$ cat src/rtl/gcd_req_arbiter.sv
// Round-robin front end that shares one GCD unit among NREQ val/rdy requesters.
// Optional zero-operand bypass: define GCD_ARB_ZERO_BYPASS_EN.
module gcd_req_arbiter #(
  parameter int NREQ = 4,
  parameter int W    = 16
) (
  input  logic                    clk,
  input  logic                    reset,
  input  logic [NREQ-1:0]         req_val,
  output logic [NREQ-1:0]         req_rdy,
  input  logic [NREQ*W-1:0]       req_a,
  input  logic [NREQ*W-1:0]       req_b,
  output logic [NREQ-1:0]         resp_val,
  input  logic [NREQ-1:0]         resp_rdy,
  output logic [W-1:0]            resp_result,
  output logic [$clog2(NREQ)-1:0] resp_id,
  output logic                    gcd_in_val,
  output logic [W-1:0]            gcd_a,
  output logic [W-1:0]            gcd_b,
  input  logic                    gcd_result_rdy,
  input  logic [W-1:0]            gcd_result,
  output logic                    gcd_result_taken
);

  localparam int IW = $clog2(NREQ);

  typedef enum logic [1:0] {IDLE, ISSUE, BUSY, RESP} state_t;

  state_t        state_q, state_d;
  logic [IW-1:0] ptr_q, ptr_d;
  logic [IW-1:0] id_q, id_d;
  logic [W-1:0]  a_q, a_d, b_q, b_d, res_q, res_d;

  logic          gnt_found;
  logic [IW-1:0] gnt_idx;
  logic [IW:0]   scan;
  logic [W-1:0]  sel_a, sel_b;

  // Scan from the highest offset down so the lowest offset from ptr wins.
  always_comb begin : rr_pick
    gnt_found = 1'b0;
    gnt_idx   = '0;
    scan      = '0;
    for (int k = NREQ - 1; k >= 0; k--) begin
      scan = {1'b0, ptr_q} + (IW+1)'(k);
      if (scan >= (IW+1)'(NREQ)) scan = scan - (IW+1)'(NREQ);
      if (req_val[scan[IW-1:0]]) begin
        gnt_found = 1'b1;
        gnt_idx   = scan[IW-1:0];
      end
    end
  end

  assign sel_a = req_a[gnt_idx*W +: W];
  assign sel_b = req_b[gnt_idx*W +: W];

  always_comb begin : fsm
    state_d          = state_q;
    ptr_d            = ptr_q;
    id_d             = id_q;
    a_d              = a_q;
    b_d              = b_q;
    res_d            = res_q;
    req_rdy          = '0;
    resp_val         = '0;
    gcd_in_val       = 1'b0;
    gcd_result_taken = 1'b0;
    unique case (state_q)
      IDLE: begin
        if (gnt_found) begin
          req_rdy = NREQ'(1) << gnt_idx;
          id_d    = gnt_idx;
          a_d     = sel_a;
          b_d     = sel_b;
`ifdef GCD_ARB_ZERO_BYPASS_EN
          if (sel_a == '0 || sel_b == '0) begin
            res_d   = sel_a | sel_b;
            state_d = RESP;
          end else begin
            state_d = ISSUE;
          end
`else
          state_d = ISSUE;
`endif
        end
      end
      ISSUE: begin
        gcd_in_val = 1'b1;
        state_d    = BUSY;
      end
      BUSY: begin
        if (gcd_result_rdy) begin
          gcd_result_taken = 1'b1;
          res_d            = gcd_result;
          state_d          = RESP;
        end
      end
      RESP: begin
        resp_val = NREQ'(1) << id_q;
        if (resp_rdy[id_q]) begin
          state_d = IDLE;
          ptr_d   = (id_q == IW'(NREQ - 1)) ? '0 : id_q + 1'b1;
        end
      end
      default: state_d = IDLE;
    endcase
    // Synchronous reset still lets the old state show for one cycle; keep handshakes quiet.
    if (!reset) begin
      req_rdy          = '0;
      resp_val         = '0;
      gcd_in_val       = 1'b0;
      gcd_result_taken = 1'b0;
    end
  end

  always_ff @(posedge clk) begin
    if (!reset) begin
      state_q <= IDLE;
      ptr_q   <= '0;
      id_q    <= '0;
      a_q     <= '0;
      b_q     <= '0;
      res_q   <= '0;
    end else begin
      state_q <= state_d;
      ptr_q   <= ptr_d;
      id_q    <= id_d;
      a_q     <= a_d;
      b_q     <= b_d;
      res_q   <= res_d;
    end
  end

  assign gcd_a       = a_q;
  assign gcd_b       = b_q;
  assign resp_result = res_q;
  assign resp_id     = id_q;

endmodule
$ cat config.mk
export PLATFORM = sky130hd
export DESIGN_NAME = gcd_req_arbiter
export DESIGN_NICKNAME = d
export VERILOG_FILES = /design/src/rtl/gcd_req_arbiter.sv
export SDC_FILE = /design/constraint.sdc
export NUM_CORES = 1
export LEC_CHECK = 0
export ABC_AREA = 1
export ABC_CLOCK_PERIOD_IN_PS = 1500
export CAP_MARGIN = 20
export CORE_UTILIZATION = 28
export DETAILED_ROUTE_END_ITERATION = 10
export GPL_TIMING_DRIVEN = 1
export PLACE_DENSITY = 0.66
export SKIP_LAST_GASP = 1
export SYNTH_ARGS = -nofsm -noshare
export SYNTH_HDL_FRONTEND = slang
export SYNTH_SLANG_ARGS = --single-unit
export TNS_END_PERCENT = 50
$ cat constraint.sdc
create_clock -name clk -period 1.5 [get_ports clk]
set_input_delay 0.15 -clock clk [delete_from_list [all_inputs] [get_ports clk]]
set_output_delay 0.15 -clock clk [all_outputs]
set_load 0.05 [all_outputs]
==> results.md <==
* Outcome: complete, but fails checks
* Failing checks: negative setup slack
* Mapped Cells at 540
* Chip height at 113 um
* Global-route wire length before repair at 22300 um
* Fmax at 0.483 GHz
* Detailed placer's ending HPWL at 9830 um
* IO Count at 215
* Met2 Wirelength at 7840 um
* Antenna Cells at 0
* Critical R2R Launch: ptr_q[0]
* Layout cells sized above 1 at 35.8%
* Starting DRT DRC Count at 276
* Pre-CTS setup slack at -0.650 ns
* Post-synth top area cell: dfxtp_1
* Startpoint types: register
* Critical-path maximum fanout at 6
* Number of global-route vias before repair at 4497
* Total gr overflow at 0
* Min Tclk post-route at 2.07 ns
* Total Routing Usage GR at 22.2%
* Via-to-Cell Ratio at 5.01
* Max-Cap Viols at 0
* Die area at 12800 um^2
* Clk slew on worst S/H paths at 0.07 ns
* CP endpoint kind: output port
* Post-Syn Nets at 704
* # hold bufs at CTS at 0
* Core Rows at 40
* Drt wl/cell at 16.6 um
* Cell Area, Synth at 3450 um^2
* Worst-Margin Slew at 0.480 ns
* Routed Antenna Nets at 0
* Core Util, Final at 60.5%
* RSZ-0062 raised after global routing: true
* Worst EP required at 1.35 ns
* Met3 wire length at 1110 um
* Clk buf depth at 2
* Slew Limit Fails at 0
* Final Setup Violations at 43
* M1 WL at 6450 um
* CTS root buf: clkbuf_16
* Chip Width at 113 um
* Hold_ws at 0.456 ns
* Drt first pass iters at 6
* Post-synth EDFFs at 0
* Main synth FF type: dfxtp_1
* Period utilization at 138%
* Post-synthesis sequential area ratio at 31.3%
* Starting Density at 28.7%
* #FFs+latches synth at 54
* H-tree depth at 2
* Kind of critical path: reg2out
* Clock Skew at 0.00535 ns
* Nets at 961
* Core ar. at 12000 um^2
* Post-DP Area at 5990 um^2
* Synth warn at 0
* IO buf count at 214
* Fin. Hold Viols at 0
* Max IR drop VDD at 0.906 mV
* Critical Path Source: ptr_q[0]
* Clk sinks at 54
* Max layer used: met4
* Worst Slack Setup Final at -0.572 ns
* Initial antenna violation count at 0
* Fin area at 7270 um^2
* Most frequent cells after synthesis: nand2_1 (166), nand3_1 (154), dfxtp_1 (54)
* DR DRC count at 0
* Pin count of the biggest net entering global routing at 30
* Cell types occupying the most area after synthesis: dfxtp_1 (31%), nand3_1 (22%), nand2_1 (18%)
* Synth top area share at 31.3%
* Cts bufs inserted at 5
* PwrDens at 1910 nW/um^2
* FF-to-FF setup slack at -0.51 ns
* Lkg Pwr at 0.00328 uW
* Layout area overhead at 111%
* Clk Latency, worst-skew pair at 0.29 ns
* Async SR Flop Fraction at 0%
* Hold Crit Start: gcd_b[7]
* Synth unique cells at 25
* CTS tree: yes
* Overall via count from detail_route at 4739
* Avg Inst Size Synth at 6.39 um^2
* Final WL at 15700 um
* Slew HR at 68.0%
* GPL Wtd Cong at 0.866
* Count leader, synth: nand2_1
* HP Class: reg2reg
* Worst EP arrival at 1.92 ns
## sequential cells by signal, summed over array words and instances, names as in the netlist
signal       flops
resp_id          2
ptr_q            2
resp_result     16
gcd_b           16
state_q          2
gcd_a           16
## per-layer routing
layer | vias to the layer above | track usage [%]
li1 | 2311 | -
met1 | 2183 | 26.4
met2 | 221 | 39.7
met3 | 24 | 4.50
met4 | 0 | 7.81
met5 | - | 0
## power breakdown
| group | leakage (uW) | internal [uW] | switching [uW] | total (uW) |
|---|---|---|---|---|
| combinational | 0.00275 | 4220 | 5960 | 10200 |
| sequential | 0.000446 | 2030 | 367 | 2390 |
| clock | 0.0000836 | 783 | 548 | 1330 |
| total | 0.00328 | 7030 | 6880 | 13900 |
## layout make-up
type / instances / area, um^2
clock buffers: 5 / 125
clock inverters: 3 / 40.0
fillers: 1058 / 4740
inverters: 22 / 95.1
multi-input cells: 426 / 2620
flip-flops and latches: 54 / 1090
well taps: 147 / 184
repair buffers: 288 / 3110
## final timing paths
path              cells past startpoint         end
setup / recovery                     11  req_rdy[2]
setup reg to reg                     14    gcd_b[2]
hold / removal                        2    gcd_b[7]
hold reg to reg                       2    gcd_b[7]
## critical path: stages (launching register included)
cell and delay, ns:
dfxtp_4 0.42, buf_6 0.14, nand2_2 0.05, nand2_2 0.07, nand2_2 0.08, o21ai_2 0.13
nand2_2 0.08, nand2_4 0.09, o21ai_4 0.06, buf_12 0.13, nor3_4 0.20, buf_12 0.16
## kinds of logic (layout without fill, tap and decap cells)
family / Yosys count / in the layout / share of synthesized area, %
AND/OR/NAND/NOR: 384 / 384 / 50.3
buffers and inverters: 60 / 318 / 9.80
flip-flops: 54 / 54 / 31.3
AO/OA/AOI/OAI: 33 / 33 / 5.30
adder cells (fa/ha/maj): 9 / 9 / 3.27
## placed cells by master, fill, tap and decap left out, types with 16 or more instances in the layout
cell type	count
buf_12	21
buf_4	86
clkdlybuf4s50_1	154
dfxtp_1	50
inv_1	16
nand2_1	117
nand2_2	30
nand2_4	25
nand3_1	102
nand3_2	64
nor2_1	33
o21ai_0	19
## metrics by stage
stage               power (uW)  TNS, ns  instances
CTS                      12900   -17.74        936
detailed placement       10100   -23.43        904
floorplan                 7470    -4.78        540
global placement         10000   -21.39        904
finish                   13900   -18.11        945
global route             14700   -22.75        945
## timing repair
action / CTS / global route
pin swaps: 18 / 47
resized for setup: 50 / 111
buffers inserted: 17 / 10
setup endpoints to repair: 44 / 62
gates cloned: 8 / 5
Note: power is estimated with default switching activity, not from simulation.
